File: config.mk
export PLATFORM = sky130hd
export DESIGN_NAME = alu_seq_flags_flat
export DESIGN_NICKNAME = d
export VERILOG_FILES = /design/src/rtl/alu_seq_flags_pkg.sv /design/src/rtl/alu_seq_flags_if.sv /design/src/rtl/alu_seq_flags_mul_iter.sv /design/src/rtl/alu_seq_flags.sv /design/src/flat_wrapper.sv
export SDC_FILE = /design/constraint.sdc
export NUM_CORES = 1
export LEC_CHECK = 0
export BUFFER_PORTS_ARGS = -buffer_cell sky130_fd_sc_hd__buf_4
export CAP_MARGIN = 0
export CORE_ASPECT_RATIO = 1.2
export CORE_MARGIN = 10
export CORE_UTILIZATION = 35
export DETAILED_ROUTE_END_ITERATION = 10
export GPL_ROUTABILITY_DRIVEN = 0
export HOLD_SLACK_MARGIN = 0.1
export RECOVER_POWER = 50
export SYNTH_ARGS = -nofsm -noshare
export SYNTH_HDL_FRONTEND = slang
export SYNTH_HIERARCHICAL = 1
export SYNTH_SLANG_ARGS = --single-unit
File: constraint.sdc
create_clock -name clk -period 5.4 [get_ports clk]
set_input_delay 0.27 -clock clk [delete_from_list [all_inputs] [get_ports clk]]
set_output_delay 0.27 -clock clk [all_outputs]
set_load 0.1 [all_outputs]
File: src/rtl/alu_seq_flags_pkg.sv
// Shared encodings for the sequential flag-keeping ALU: opcodes, condition codes,
// shift types, FSM state, and the condition-pass evaluation against stored NZCV.
package alu_pkg;

  localparam logic [3:0] OP_ADD = 4'd0;
  localparam logic [3:0] OP_SUB = 4'd1;
  localparam logic [3:0] OP_MUL = 4'd2;
  localparam logic [3:0] OP_AND = 4'd3;
  localparam logic [3:0] OP_ORR = 4'd4;
  localparam logic [3:0] OP_EOR = 4'd5;
  localparam logic [3:0] OP_CMP = 4'd6;
  localparam logic [3:0] OP_MOV = 4'd7;
  localparam logic [3:0] OP_MVN = 4'd8;
  localparam logic [3:0] OP_ADC = 4'd9;

  localparam logic [3:0] COND_EQ = 4'b0000;
  localparam logic [3:0] COND_NE = 4'b0001;
  localparam logic [3:0] COND_CS = 4'b0010;
  localparam logic [3:0] COND_CC = 4'b0011;
  localparam logic [3:0] COND_MI = 4'b0100;
  localparam logic [3:0] COND_PL = 4'b0101;
  localparam logic [3:0] COND_VS = 4'b0110;
  localparam logic [3:0] COND_VC = 4'b0111;
  localparam logic [3:0] COND_HI = 4'b1000;
  localparam logic [3:0] COND_LS = 4'b1001;
  localparam logic [3:0] COND_GE = 4'b1010;
  localparam logic [3:0] COND_LT = 4'b1011;
  localparam logic [3:0] COND_GT = 4'b1100;
  localparam logic [3:0] COND_LE = 4'b1101;
  localparam logic [3:0] COND_AL = 4'b1110;
  localparam logic [3:0] COND_NV = 4'b1111;

  localparam logic [2:0] SH_NONE = 3'b000;
  localparam logic [2:0] SH_LSR  = 3'b001;
  localparam logic [2:0] SH_LSL  = 3'b010;
  localparam logic [2:0] SH_ROR  = 3'b011;
  localparam logic [2:0] SH_ASR  = 3'b100;

  typedef enum logic {
    IDLE = 1'b0,
    MUL  = 1'b1
  } state_t;

  function automatic logic cond_pass(input logic [3:0] cond,
                                     input logic n, input logic z,
                                     input logic c, input logic v);
    logic pass;
    case (cond)
      COND_EQ: pass = z;
      COND_NE: pass = !z;
      COND_CS: pass = c;
      COND_CC: pass = !c;
      COND_MI: pass = n;
      COND_PL: pass = !n;
      COND_VS: pass = v;
      COND_VC: pass = !v;
      COND_HI: pass = c && !z;
      COND_LS: pass = !c || z;
      COND_GE: pass = (n == v);
      COND_LT: pass = (n != v);
      COND_GT: pass = !z && (n == v);
      COND_LE: pass = z || (n != v);
      COND_AL: pass = 1'b1;
      default: pass = 1'b0;
    endcase
    return pass;
  endfunction

endpackage

File: src/rtl/alu_seq_flags_if.sv
// Request/response bundle between the register-read stage, the ALU and writeback.
interface alu_seq_flags_if #(
  parameter int WIDTH = 32
);
  logic             in_valid;
  logic             in_ready;
  logic [WIDTH-1:0] a;
  logic [WIDTH-1:0] b;
  logic [31:0]      inf;
  logic             out_valid;
  logic             executed;
  logic [WIDTH-1:0] r;
  logic             n;
  logic             z;
  logic             c;
  logic             v;

  modport master (
    output in_valid, a, b, inf,
    input  in_ready, out_valid, executed, r, n, z, c, v
  );

  modport slave (
    input  in_valid, a, b, inf,
    output in_ready, out_valid, executed, r, n, z, c, v
  );
endinterface

File: src/rtl/alu_seq_flags_mul_iter.sv
// Iterative shift-add multiplier keeping the low WIDTH bits of the product.
// o_last flags the final iteration edge; o_result is the product that edge completes.
module alu_mul_iter #(
  parameter int WIDTH    = 32,
  parameter int MUL_BITS = 1
) (
  input  logic             clk,
  input  logic             rst,
  input  logic             i_start,
  input  logic [WIDTH-1:0] i_a,
  input  logic [WIDTH-1:0] i_b,
  output logic             o_last,
  output logic [WIDTH-1:0] o_result
);

  localparam int ITERS = WIDTH / MUL_BITS;
  localparam int CNT_W = (ITERS > 1) ? $clog2(ITERS) : 1;
  localparam logic [CNT_W-1:0] LAST_CNT = CNT_W'(ITERS - 1);

  logic [WIDTH-1:0] r_acc;
  logic [WIDTH-1:0] r_mcand;
  logic [WIDTH-1:0] r_mplier;
  logic [CNT_W-1:0] r_cnt;
  logic             r_busy;
  logic [WIDTH-1:0] w_partial;

  // NOTE: every variable written in always_comb gets a default first so no latch is inferred.
  always_comb begin
    w_partial = '0;
    for (int k = 0; k < MUL_BITS; k++) begin
      if (r_mplier[k]) w_partial = w_partial + (r_mcand << k);
    end
  end

  assign o_result = r_acc + w_partial;
  assign o_last   = r_busy && (r_cnt == LAST_CNT);

  // NOTE: sequential state uses non-blocking assignments so all registers update together.
  always_ff @(posedge clk or posedge rst) begin
    if (rst) begin
      r_acc    <= '0;
      r_mcand  <= '0;
      r_mplier <= '0;
      r_cnt    <= '0;
      r_busy   <= 1'b0;
    end else if (i_start) begin
      r_acc    <= '0;
      r_mcand  <= i_a;
      r_mplier <= i_b;
      r_cnt    <= '0;
      r_busy   <= 1'b1;
    end else if (r_busy) begin
      r_acc    <= o_result;
      r_mcand  <= r_mcand << MUL_BITS;
      r_mplier <= r_mplier >> MUL_BITS;
      r_cnt    <= r_cnt + CNT_W'(1);
      if (o_last) r_busy <= 1'b0;
    end
  end

endmodule

File: src/rtl/alu_seq_flags.sv
// Handshaked ARM-style data-processing ALU with an architectural NZCV register.
// Single-cycle ops commit at the accept edge; MUL runs through alu_mul_iter.
module alu_seq_flags
  import alu_pkg::*;
#(
  parameter int WIDTH    = 32,
  parameter int MUL_BITS = 1
) (
  input  logic          clk,
  input  logic          rst,
  alu_seq_flags_if.slave bus
);

  localparam int SH_W = $clog2(WIDTH);

  state_t           r_state;
  state_t           w_state_next;
  logic             w_in_ready;

  logic [WIDTH-1:0] r_r;
  logic             r_n, r_z, r_c, r_v;
  logic             r_out_valid;
  logic             r_executed;
  logic             r_mul_s;

  logic [3:0]       w_cond;
  logic [3:0]       w_op;
  logic             w_s;
  logic [SH_W-1:0]  w_shamt;
  logic [2:0]       w_shtype;
  logic             w_unused_inf;

  logic             w_accept;
  logic             w_pass;
  logic             w_mul_start;
  logic             w_mul_last;
  logic [WIDTH-1:0] w_mul_result;

  logic [WIDTH:0]   w_ext_l;
  logic [WIDTH:0]   w_ext_r;
  logic [WIDTH:0]   w_ext_a;
  logic [WIDTH-1:0] w_ror;
  logic [WIDTH-1:0] w_op1;
  logic             w_sc;

  logic [WIDTH-1:0] w_b_eff;
  logic             w_cin;
  logic [WIDTH:0]   w_sum;
  logic             w_arith_v;
  logic [WIDTH-1:0] w_res;
  logic             w_res_c;
  logic             w_res_v;

  assign w_cond       = bus.inf[31:28];
  assign w_op         = bus.inf[27:24];
  assign w_s          = bus.inf[23];
  assign w_shamt      = bus.inf[6 +: SH_W];
  assign w_shtype     = bus.inf[2:0];
  assign w_unused_inf = ^{bus.inf[22:6+SH_W], bus.inf[5:3]};

  assign w_accept    = bus.in_valid && w_in_ready;
  assign w_pass      = cond_pass(w_cond, r_n, r_z, r_c, r_v);
  assign w_mul_start = w_accept && w_pass && (w_op == OP_MUL);

  // Extended shifts expose the last bit shifted out alongside the result.
  assign w_ext_l = {1'b0, bus.a} << w_shamt;
  assign w_ext_r = {bus.a, 1'b0} >> w_shamt;
  assign w_ext_a = $signed({bus.a, 1'b0}) >>> w_shamt;
  assign w_ror   = (bus.a >> w_shamt) | (bus.a << (WIDTH - int'(w_shamt)));

  always_comb begin
    w_op1 = bus.a;
    w_sc  = r_c;
    if (w_shamt != '0) begin
      case (w_shtype)
        SH_LSL: begin w_op1 = w_ext_l[WIDTH-1:0]; w_sc = w_ext_l[WIDTH]; end
        SH_LSR: begin w_op1 = w_ext_r[WIDTH:1];   w_sc = w_ext_r[0];     end
        SH_ASR: begin w_op1 = w_ext_a[WIDTH:1];   w_sc = w_ext_a[0];     end
        SH_ROR: begin w_op1 = w_ror;              w_sc = w_ror[WIDTH-1]; end
        default: ;
      endcase
    end
  end

  // One adder serves ADD/ADC and, via inverted b plus carry-in, SUB/CMP.
  always_comb begin
    w_b_eff = bus.b;
    w_cin   = 1'b0;
    case (w_op)
      OP_SUB, OP_CMP: begin w_b_eff = ~bus.b; w_cin = 1'b1; end
      OP_ADC:         w_cin = r_c;
      default: ;
    endcase
  end

  assign w_sum     = {1'b0, w_op1} + {1'b0, w_b_eff} + {{WIDTH{1'b0}}, w_cin};
  assign w_arith_v = (w_op1[WIDTH-1] == w_b_eff[WIDTH-1]) &&
                     (w_sum[WIDTH-1] != w_op1[WIDTH-1]);

  always_comb begin
    w_res   = '0;
    w_res_c = r_c;
    w_res_v = r_v;
    case (w_op)
      OP_ADD, OP_SUB, OP_CMP, OP_ADC: begin
        w_res   = w_sum[WIDTH-1:0];
        w_res_c = w_sum[WIDTH];
        w_res_v = w_arith_v;
      end
      OP_AND: begin w_res = w_op1 & bus.b; w_res_c = w_sc; end
      OP_ORR: begin w_res = w_op1 | bus.b; w_res_c = w_sc; end
      OP_EOR: begin w_res = w_op1 ^ bus.b; w_res_c = w_sc; end
      OP_MOV: begin w_res = w_op1;         w_res_c = w_sc; end
      OP_MVN: begin w_res = ~w_op1;        w_res_c = w_sc; end
      default: ;
    endcase
  end

  alu_mul_iter #(
    .WIDTH    (WIDTH),
    .MUL_BITS (MUL_BITS)
  ) u_mul (
    .clk      (clk),
    .rst      (rst),
    .i_start  (w_mul_start),
    .i_a      (w_op1),
    .i_b      (bus.b),
    .o_last   (w_mul_last),
    .o_result (w_mul_result)
  );

  always_ff @(posedge clk or posedge rst) begin
    if (rst) r_state <= IDLE;
    else     r_state <= w_state_next;
  end

  always_comb begin
    w_state_next = r_state;
    case (r_state)
      IDLE:    if (w_mul_start) w_state_next = MUL;
      MUL:     if (w_mul_last)  w_state_next = IDLE;
      default: w_state_next = IDLE;
    endcase
  end

  always_comb begin
    w_in_ready = (r_state == IDLE);
  end

  always_ff @(posedge clk or posedge rst) begin
    if (rst) begin
      r_r         <= '0;
      r_n         <= 1'b0;
      r_z         <= 1'b0;
      r_c         <= 1'b0;
      r_v         <= 1'b0;
      r_out_valid <= 1'b0;
      r_executed  <= 1'b0;
      r_mul_s     <= 1'b0;
    end else begin
      r_out_valid <= 1'b0;
      r_executed  <= 1'b0;
      if (w_accept) begin
        if (!w_pass || (w_op > OP_ADC)) begin
          r_out_valid <= 1'b1;
        end else if (w_op == OP_MUL) begin
          r_mul_s <= w_s;
        end else begin
          r_out_valid <= 1'b1;
          r_executed  <= 1'b1;
          if (w_op != OP_CMP) r_r <= w_res;
          if (w_s || (w_op == OP_CMP)) begin
            r_n <= w_res[WIDTH-1];
            r_z <= (w_res == '0);
            r_c <= w_res_c;
            r_v <= w_res_v;
          end
        end
      end else if (w_mul_last) begin
        r_out_valid <= 1'b1;
        r_executed  <= 1'b1;
        r_r         <= w_mul_result;
        if (r_mul_s) begin
          r_n <= w_mul_result[WIDTH-1];
          r_z <= (w_mul_result == '0);
        end
      end
    end
  end

  assign bus.in_ready  = w_in_ready;
  assign bus.out_valid = r_out_valid;
  assign bus.executed  = r_executed;
  assign bus.r         = r_r;
  assign bus.n         = r_n;
  assign bus.z         = r_z;
  assign bus.c         = r_c;
  assign bus.v         = r_v;

endmodule
File: src/flat_wrapper.sv
// flat-port wrapper written by rule: the top's interface ports become plain ports
module alu_seq_flags_flat import alu_pkg::*;
#(
  parameter int WIDTH    = 32,
  parameter int MUL_BITS = 1
)
  (clk, rst, bus_in_valid, bus_a, bus_b, bus_inf, bus_in_ready, bus_out_valid, bus_executed, bus_r, bus_n, bus_z, bus_c, bus_v);
  alu_seq_flags_if #(.WIDTH(WIDTH)) bus_i ();
  input  logic clk;
  input  logic rst;
  input wire logic [$bits(bus_i.in_valid)-1:0] bus_in_valid;
  input wire logic [$bits(bus_i.a)-1:0] bus_a;
  input wire logic [$bits(bus_i.b)-1:0] bus_b;
  input wire logic [$bits(bus_i.inf)-1:0] bus_inf;
  output wire logic [$bits(bus_i.in_ready)-1:0] bus_in_ready;
  output wire logic [$bits(bus_i.out_valid)-1:0] bus_out_valid;
  output wire logic [$bits(bus_i.executed)-1:0] bus_executed;
  output wire logic [$bits(bus_i.r)-1:0] bus_r;
  output wire logic [$bits(bus_i.n)-1:0] bus_n;
  output wire logic [$bits(bus_i.z)-1:0] bus_z;
  output wire logic [$bits(bus_i.c)-1:0] bus_c;
  output wire logic [$bits(bus_i.v)-1:0] bus_v;
  assign bus_i.in_valid = bus_in_valid;
  assign bus_i.a = bus_a;
  assign bus_i.b = bus_b;
  assign bus_i.inf = bus_inf;
  assign bus_in_ready = bus_i.in_ready;
  assign bus_out_valid = bus_i.out_valid;
  assign bus_executed = bus_i.executed;
  assign bus_r = bus_i.r;
  assign bus_n = bus_i.n;
  assign bus_z = bus_i.z;
  assign bus_c = bus_i.c;
  assign bus_v = bus_i.v;
  alu_seq_flags #(.WIDTH(WIDTH), .MUL_BITS(MUL_BITS)) u_core (.clk(clk), .rst(rst), .bus(bus_i));
endmodule
==> run metrics <==
CP Cell Sequence buf_4 -> buf_16 -> buf_12 -> buf_4 -> mux2_2 -> a222oi_1 -> buf_4 -> nor2_1 -> a221o_1 -> o32a_1 -> ha_1 -> a21o_1 -> a211oi_2 -> or3_1 -> o21ai_0 -> a21oi_1 -> o221ai_1 -> a211o_1 -> nor4_1 -> buf_4 -> o2111ai_1 -> or4_1 -> nand2_1; part of the cycle the worst path needs 0.974; final antenna-violating net count 0; # setup viols final 0; most frequent cell after synthesis nand2_1; EDFF count, synth 0; Post-Route WL 99100 um; total power 10.5 mW; Most used DFF post-synth dfrtp_1; Die Span Y 287 um; max-slew violation count 146; final hold violations 0; Ys Warns 6; area leader, netlist dfrtp_1; CP max-delay cell or4_1; Reg area 3560 um^2; syn nets 2733; area growth from synthesis to layout 29.8%; Port-buffer cells 122; global-route wire length before repair 147000 um; WL per Instance 26.1 um; vias in the first global route 23400; final cell utilization of the core 0.460; peak supply drop 0.247 mV; GR Overflow Total 0; pwr dens 390 nW/um^2; minimum clock period 5.26 ns; Post-Syn Instances 2501; status finished with violations; list of most frequent post-synthesis cells nand2_1 (249), mux2i_1 (192), o21ai_0 (186); post-synth cell types 112; hpwl dp 76900 um; Seq cells post-synth 142; Fillers 5691; Worst Tran Pin Value 1.83 ns; initial antenna violation count 3; vias 23900; overall routing resource usage 0.272; DR pass1 iterations 7; CTS Buffer Depth 2; Lkg Pwr 11.8 nW; failing checks capacitance limit, slew limit; htree depth 4; CP Capture Type register; Top Ports 138; clock transition at the registers of the reported paths 0.06 ns; top cell type's share of synthesized area 0.171; Peak Freq 0.190 GHz; largest net degree at the start of global routing 150; Initial Utilization 0.355; slew margin rel. -0.229; Synth async-reset ratio 1.00; placed cell count 3743; Via density 6.29; Multi-input gate area 16100 um^2; Seq/Total Area, Yosys 0.171; die area 69600 um^2; Worst Path Required 5.77 ns; Critical Path AT 5.63 ns; 1st-iter DRT viols 3400; Core ar. 58600 um^2; Root Driver clkbuf_16; Worst Path Buf+Inv 6; Crit path max-delay family compound AO/OA/AOI/OAI gates; row count 97; die width 243 um; Total Nets Final 3221; max incr delay on CP 0.49 ns; layout cells sized above 1 0.308; min-delay worst type input pin to register; synth top area cells dfrtp_1 (17%), mux4_2 (9.7%), mux2i_1 (9.2%); final non-filler cell total 3796; crit-path max FO 25; Avg Cell Area, Syn 8.32 um^2; Syn Std Cell Area 20800 um^2; CTS tree yes; Setup CP Type input pin to register; Final Skew 0.0101 ns; Worst-Skew Late Latency 0.44 ns; clock sinks 142; unrepaired setup endpoints after global routing false; CP startpoint kind input pin; number of max-cap violations 3; CP dominant cell by count buf_4; cts bufs inserted 17; DRC 0
[where the power goes]
part | total (mW) | leakage [nW] | internal (mW) | switching, mW
registers | 1.86 | 1.73 | 1.55 | 0.303
logic | 7.51 | 9.82 | 2.75 | 4.76
clock network | 1.17 | 0.282 | 0.687 | 0.488
total | 10.5 | 11.8 | 4.99 | 5.55
[per-stage QoR]
step	hold WS, ns	TNS (ns)	setup WS, ns	instance area, um^2
after floorplan	0.391	0	0.0347	21000
after global placement	0.351	-1.13	-0.393	26100
after detailed placement	0.356	-1.43	-0.469	26100
after CTS	0.100	0	0.162	26900
after global routing	0.112	0	0.0199	27000
final	0.0957	0	0.142	27000
[cells in the final DEF (no fill, tap or decap), types with 15 or more instances in the layout]
| cell | synthesis | final |
|---|---|---|
| a211o_1 | 18 | 18 |
| a211oi_1 | 27 | 24 |
| nor4_1 | 22 | 20 |
| and2_1 | 55 | 53 |
| mux4_2 | 90 | 90 |
| nand2_1 | 249 | 249 |
| nor2b_1 | 23 | 22 |
| nand2b_1 | 25 | 25 |
| nor3_1 | 35 | 34 |
| buf_4 | 12 | 612 |
| o21ai_0 | 186 | 182 |
| nand4_1 | 23 | 23 |
| a21oi_1 | 148 | 136 |
| o21a_1 | 17 | 17 |
| ha_1 | 130 | 127 |
| mux2_2 | 54 | 54 |
| clkbuf_1 | 136 | 41 |
| dfrtp_1 | 142 | 141 |
| mux2i_1 | 192 | 187 |
| xor2_1 | 24 | 24 |
| xnor2_1 | 66 | 66 |
| nor2_1 | 176 | 174 |
| o22ai_1 | 26 | 24 |
| nand3_1 | 37 | 37 |
| dlygate4sd3_1 | 0 | 15 |
| a22oi_1 | 23 | 22 |
| o211ai_1 | 35 | 35 |
| a221oi_1 | 18 | 15 |
| inv_1 | 103 | 100 |
| clkbuf_16 | 0 | 19 |
| a21o_1 | 30 | 30 |
| a31oi_1 | 24 | 23 |
[routing by layer]
| layer | vias up | track usage | part of all wire |
|---|---|---|---|
| met5 | - | 0 | 0.00020 |
| met4 | 2 | 0.211 | 0.096 |
| met3 | 502 | 0.0590 | 0.098 |
| met2 | 1659 | 0.443 | 0.45 |
| met1 | 11300 | 0.308 | 0.36 |
| li1 | 10400 | - | - |
[worst paths after layout]
check / startpoint / endpoint / slack, ns / depth (start not counted)
worst max register to register: u_core/u_mul/r_mplier[0] / u_core/bus.z / 0.88 / 15
worst min-delay path: bus_b[9] / u_core/u_mul/r_mplier[9] / 0.1 / 3
max in group asynchronous: rst / u_core/u_mul/r_busy / 1.97 / 4
worst min register to register: u_core/bus.r[24] / u_core/bus.r[24] / 0.47 / 2
worst max-delay path: bus_inf[8] / u_core/bus.z / 0.14 / 23
min in group asynchronous: rst / u_core/u_mul/r_mcand[29] / 0.86 / 3
[worst min-delay path, delay by kind of cell]
kind | cells | cell delay, ns
simple gates | 1 | 0.05
buf+inv | 1 | 0.12
compound gates | 1 | 0.06
[logic make-up after synthesis]
| kind of cell | synth area share |
|---|---|
| compound gates | 0.242 |
| simple gates | 0.172 |
| mux | 0.225 |
| buf+inv | 0.0693 |
| flops | 0.171 |
| fa+ha+maj | 0.0811 |
| xor+xnor | 0.0395 |
[state kept, by name (all words and copies together) (netlist names)]
signal,flops
u_core/bus.executed,1
u_core/bus.c,1
u_core/bus.r,32
u_core/bus.z,1
u_core/u_mul/r_busy,1
u_core/bus.n,1
u_core/r_state,1
u_core/bus.v,1
u_core/u_mul/r_cnt,5
u_core/u_mul/r_mcand,32
u_core/u_mul/r_acc,32
u_core/r_mul_s,1
u_core/u_mul/r_mplier,32
u_core/bus.out_valid,1
[repair_timing]
item / in CTS / in global routing
resized for setup: 1 / 45
endpoints found under the hold margin: 48 / 1
hold buffers: 14 / 1
pin swaps: 0 / 6
setup buffers: 0 / 2
endpoints found under the setup margin: 1 / 9
gates cloned: 0 / 2
[area by class of cell]
cell class | count | area share
Multi-Input combinational cell | 2036 | 0.598
Sequential cell | 142 | 0.132
Clock inverter | 14 | 0.00589
Antenna cell | 2 | 0.000185
Tap cell | 792 | 0.0367
Timing Repair Buffer | 687 | 0.196
Inverter | 105 | 0.0154
Clock buffer | 18 | 0.0159
Power figures use the tool's default switching activity.
